==> src/rtl/slope_gen.sv <==
// Triangle-wave sample generator: ramps lo->hi->lo by step, one sample per
// enabled clock, flagging the turning samples as peak/trough.
module slope_gen #(
  parameter int WIDTH = 16
) (
  input  logic             clk,
  input  logic             rst,
  input  logic             cfg_load,
  input  logic [WIDTH-1:0] cfg_lo,
  input  logic [WIDTH-1:0] cfg_hi,
  input  logic [WIDTH-1:0] cfg_step,
  input  logic             en,
  output logic [WIDTH-1:0] dataout,
  output logic             valid,
  output logic             dir,
  output logic             peak,
  output logic             trough,
  output logic             cfg_err
);

  typedef enum logic [1:0] {IDLE, UP, DOWN} state_t;

  state_t           state;
  logic [WIDTH-1:0] lo_q, hi_q, step_q;
  logic [WIDTH:0]   sum, diff;
  logic             hit_hi, hit_lo, cfg_bad;

  // One extra bit so a carry past the top or a borrow below zero clamps
  // to the limit instead of wrapping.
  assign sum    = {1'b0, dataout} + {1'b0, step_q};
  assign diff   = {1'b0, dataout} - {1'b0, step_q};
  assign hit_hi = sum >= {1'b0, hi_q};
  assign hit_lo = diff[WIDTH] || (diff[WIDTH-1:0] <= lo_q);

  // Judged on the incoming values so the flag lines up with the shadow regs.
  assign cfg_bad = (cfg_step == '0) || (cfg_lo >= cfg_hi);

  always_ff @(posedge clk) begin
    if (rst) begin
      state   <= IDLE;
      dataout <= '0;
      valid   <= 1'b0;
      dir     <= 1'b1;
      peak    <= 1'b0;
      trough  <= 1'b0;
      cfg_err <= 1'b0;
      lo_q    <= '0;
      hi_q    <= '1;
      step_q  <= {{(WIDTH-1){1'b0}}, 1'b1};
    end else if (cfg_load) begin
      state   <= IDLE;
      valid   <= 1'b0;
      peak    <= 1'b0;
      trough  <= 1'b0;
      cfg_err <= cfg_bad;
      lo_q    <= cfg_lo;
      hi_q    <= cfg_hi;
      step_q  <= cfg_step;
    end else begin
      peak   <= 1'b0;
      trough <= 1'b0;
      valid  <= 1'b0;
      unique case (state)
        IDLE: begin
          if (en && !cfg_err) begin
            dataout <= lo_q;
            valid   <= 1'b1;
            dir     <= 1'b1;
            state   <= UP;
          end
        end
        UP: begin
          if (en) begin
            valid <= 1'b1;
            if (hit_hi) begin
              dataout <= hi_q;
              peak    <= 1'b1;
              dir     <= 1'b0;
              state   <= DOWN;
            end else begin
              dataout <= sum[WIDTH-1:0];
            end
          end
        end
        DOWN: begin
          if (en) begin
            valid <= 1'b1;
            if (hit_lo) begin
              dataout <= lo_q;
              trough  <= 1'b1;
              dir     <= 1'b1;
              state   <= UP;
            end else begin
              dataout <= diff[WIDTH-1:0];
            end
          end
        end
        default: state <= IDLE;
      endcase
    end
  end

  // Downstream slope detection treats these flags as ground truth.
  a_flags_excl: assert property (@(posedge clk) disable iff (rst) !(peak && trough));
  a_flags_vld:  assert property (@(posedge clk) disable iff (rst) (peak || trough) |-> valid);

endmodule

==> config.mk <==
export PLATFORM = sky130hd
export DESIGN_NAME = slope_gen
export DESIGN_NICKNAME = d
export VERILOG_FILES = /design/src/rtl/slope_gen.sv
export SDC_FILE = /design/constraint.sdc
export NUM_CORES = 1
export LEC_CHECK = 0
export ABC_AREA = 1
export CAP_MARGIN = 5
export CELL_PAD_IN_SITES_DETAIL_PLACEMENT = 1
export CELL_PAD_IN_SITES_GLOBAL_PLACEMENT = 1
export CORE_ASPECT_RATIO = 0.6
export CORE_UTILIZATION = 41
export DETAILED_ROUTE_END_ITERATION = 7
export PLACE_DENSITY = 0.94
export SYNTH_ARGS = -nofsm -noshare
export SYNTH_HDL_FRONTEND = slang
export SYNTH_SLANG_ARGS = --single-unit
export TNS_END_PERCENT = 10
==> constraint.sdc <==
create_clock -name clk -period 4.1 [get_ports clk]
set_input_delay 1.025 -clock clk [delete_from_list [all_inputs] [get_ports clk]]
set_output_delay 1.025 -clock clk [all_outputs]
set_load 0.02 [all_outputs]
==> results by group, run 1 <==
GRT
  • Antenna violations before repair: 0
  • GR Overflow Total: 0
  • Vias in the first global route: 6,576
  • Global-route wire length before repair: roughly 35,000 um
  • GR Util All Layers: 28.9%
  • Largest net degree at the start of global routing: 38

Clock network
  • Post-CTS Hold Fix Bufs: 0
  • CTS tree: built
  • Clock latency on the worst-skew pair: about 0.35 ns
  • Worst-path clk slew: 0.07 ns
  • CTS root buf: clkbuf_16
  • Largest buffer count on any clock path: 2
  • Htree depth: 3
  • Num CTS Buffers: 9
  • Clock sinks: 71

Floorplanning
  • Die H: 96.6 um
  • Die width: 160 um
  • Top Ports: 73
  • Row cnt: 34
  • Core Area: between 10,000 and 15,000 sq um
  • Initial Util: about 42%
  • Die area: between 15,000 and 20,000 sq um

STA
  • Hold WS: 0.486 ns
  • Fin crit share: a little over nine tenths
  • Setup Viol. Count Final: 0
  • Clock skew: 0.00986 ns
  • Min Tclk post-route: 3.93 ns
  • Max Transition Viols Final: 0
  • Max Fclk: 0.254 GHz
  • Setup TNS: 0 ns
  • Worst slew pin tran: roughly 1 ns
  • Final hold violations: 0
  • Rel. slew slack: 33.9%

Worst setup path
  • R2R cell count: 25
  • Req. time, crit path: 4.37 ns
  • Reg2Reg Launch Point: step_q[0]$_SDFFE_PP1P_
  • Crit path arrival time: 4.20 ns
  • Critical path capture point type: flop
  • CP Class: reg2reg
  • CP Launch Type: flop
  • Critical path fanouts, max: 9
  • RR Endpoint: dataout[5]$_SDFFE_PP0P_
  • Reg-to-reg setup timing slack: 0.17 ns

Route
  • Number of vias per cell: approximately 5.5
  • Wirelength per Cell: 18.5 um
  • Routed vias: 6,654
  • DRT antenna net count: 0
  • TritonRoute pass-1 iters: 5
  • Total Wirelength: 22,200 um
  • 1st-iter DRT viols: 417
  • DRC viols: 0

Logic synthesis
  • Fraction of registers with async set/reset: 0%
  • Number of synthesized register bits: 71
  • Post-synth EDFFs: 0
  • Syn_area_per_cell: 6.55 sq um
  • Number of distinct library cells after synthesis: 38
  • Top FF cell, synth: dfxtp_1
  • Mapped cell area: 6110 sq um
  • Warning count from the yosys run: 0
  • Synth top area share: 23.3%
  • Area leader, netlist: dfxtp_1
  • Post-synth net total: 1,071
  • Post-Synthesis Cells: 933
  • Register area share after synthesis: 23.3%
  • Top cells by area, synth: dfxtp_1 23%, ha_1 17%, nand2_1 12%

Min path
  • Min-Delay Endpoint: step_q[9]$_SDFFE_PP0P_
  • Hold Startpoint: step_q[9]$_SDFFE_PP0P_
  • HP Class: reg2reg
  • Worst hold stages: 2

Cells and area
  • Final net count: 1,137
  • Antenna cells: 0
  • Layout area overhead: 21.5%
  • Filler instances: 1,886
  • Layout cells sized above 1: 5.88%
  • Commonest non-fill, non-tap cells in the layout: 189 x nand2_1, 144 x inv_1, 124 x a21oi_1
  • Most common cell after layout, fill and taps aside: nand2_1

Placed design
  • RePlAce Congestion: 0.935
  • Post-DP HPWL: 16,900 um
  • I/O Buffers: 72

Power and ir drop
  • Pwr dens: 380 nW/um^2
  • Leak Pwr: 3.75 nW
  • Max VDD drop: about 0.00016 V

Outcome
  • Status: complete, no violations

Run
  • # Max-Cap Violations: 0
Yosys cell counts, types with 7 or more instances:
cell type and count:
a21oi_1 125, buf_2 10, clkbuf_1 24, dfxtp_1 71, ha_1 84, inv_1 144, nand2_1 190, nand3_1 56
nand4_1 26, nor2_1 53, nor3_1 11, o21ai_0 69, o21bai_1 7, xor2_1 22
repair_timing:
item,CTS,global route
setup endpoints to repair,0,19
buffers inserted,0,3
gates resized for setup,0,17
worst max-delay path, cell delays in order (launching register included):
cell and delay, ns:
dfxtp_1 0.37, ha_1 0.18, inv_1 0.07, fa_2 0.40, inv_1 0.09, nand2_1 0.05
o211ai_1 0.20, buf_4 0.18, xor2_1 0.25, inv_1 0.12, ha_1 0.31, nand2_1 0.11
nor2_1 0.06, a21oi_1 0.13, nand2_1 0.10, nand2_1 0.08, nand2_1 0.05, nand2_1 0.05
nand2_1 0.08, nand2_4 0.16, nand3_4 0.17, nand2_1 0.13, nand3_1 0.09, nand3_1 0.13
nand2_1 0.11, a21oi_1 0.16
worst max path at each step:
stage | from | endpoint | slack (ns) | depth (start not counted)
after detailed placement | dataout[1]$_SDFFE_PP0P_ | dataout[0]$_SDFFE_PP0P_ | 0.16 | 27
after global routing | step_q[0]$_SDFFE_PP1P_ | dataout[5]$_SDFFE_PP0P_ | -0.09 | 25
after floorplan | dataout[0]$_SDFFE_PP0P_ | dataout[7]$_SDFFE_PP0P_ | 0.65 | 27
after global placement | dataout[0]$_SDFFE_PP0P_ | dataout[3]$_SDFFE_PP0P_ | 0.27 | 27
after CTS | dataout[0]$_SDFFE_PP0P_ | dataout[5]$_SDFFE_PP0P_ | 0.05 | 27
final | step_q[0]$_SDFFE_PP1P_ | dataout[5]$_SDFFE_PP0P_ | 0.17 | 25
state kept, by name, indices dropped and copies added, names as in the netlist:
name / count
dataout: 16
step_q: 16
cfg_err: 1
dir: 1
hi_q: 16
state: 2
valid: 1
peak: 1
trough: 1
lo_q: 16
power by group:
group | leakage, nW | internal [mW] | switching, mW | total, mW
registers | 0.589 | 0.744 | 0.0411 | 0.785
clock network | 0.141 | 0.484 | 0.327 | 0.812
logic | 3.02 | 0.437 | 0.790 | 1.23
total | 3.75 | 1.66 | 1.16 | 2.82
stage by stage:
stage	instance area, sq um	cells	utilization, %	power [mW]	setup slack (ns)
final	7420	1201	51.2	2.82	0.169
after global routing	7420	1201	51.2	2.99	-0.0862
after CTS	7330	1197	50.5	2.77	0.0533
after detailed placement	7030	1182	48.5	1.95	0.156
after global placement	7030	1182	48.5	1.89	0.269
after floorplan	6110	933	-	1.56	0.651
routing by layer:
| layer | vias up | global-route usage (%) | share of wire, % |
|---|---|---|---|
| met5 | - | 0 | 0 |
| met2 | 241 | 47.2 | 43 |
| li1 | 3206 | - | - |
| met4 | 0 | 9.54 | 2.7 |
| met3 | 49 | 4.87 | 6.5 |
| met1 | 3158 | 39.0 | 47 |
cell families (layout without fill, tap and decap cells):
| family | after synthesis | after routing | share of synthesized area (%) |
|---|---|---|---|
| adders and majority gates | 86 | 86 | 17.9 |
| and+or+nand+nor | 348 | 349 | 24.8 |
| buffers and inverters | 186 | 255 | 11.9 |
| AOI/OAI and AO/OA | 219 | 219 | 18.8 |
| xor gates and xnor gates | 23 | 23 | 3.30 |
| DFF | 71 | 71 | 23.3 |
final cells by class:
| type | instances | area, sq um | share of cell area [%] |
|---|---|---|---|
| Clock buffer | 10 | 239 | 3.22 |
| Clock inverter | 5 | 58.8 | 0.792 |
| Inverter | 148 | 556 | 7.48 |
| Multi-Input combinational cell | 677 | 4020 | 54.2 |
| Sequential cell | 71 | 1430 | 19.2 |
| Tap cell | 198 | 248 | 3.34 |
| Timing Repair Buffer | 92 | 875 | 11.8 |
Note: power is estimated with default switching activity, not from simulation.
==> inputs of run 2 (changes only) <==
Settings changed: CAP_MARGIN 5 to default.
==> results of run 2 <==
Final layout, timing and power as in run 1 (identical DEF).
==> inputs of run 3 (changes only) <==
Settings changed: CTS_CLUSTER_SIZE from default to 8.
==> results of run 3 <==
Final layout, timing and power as in run 1 (identical DEF).
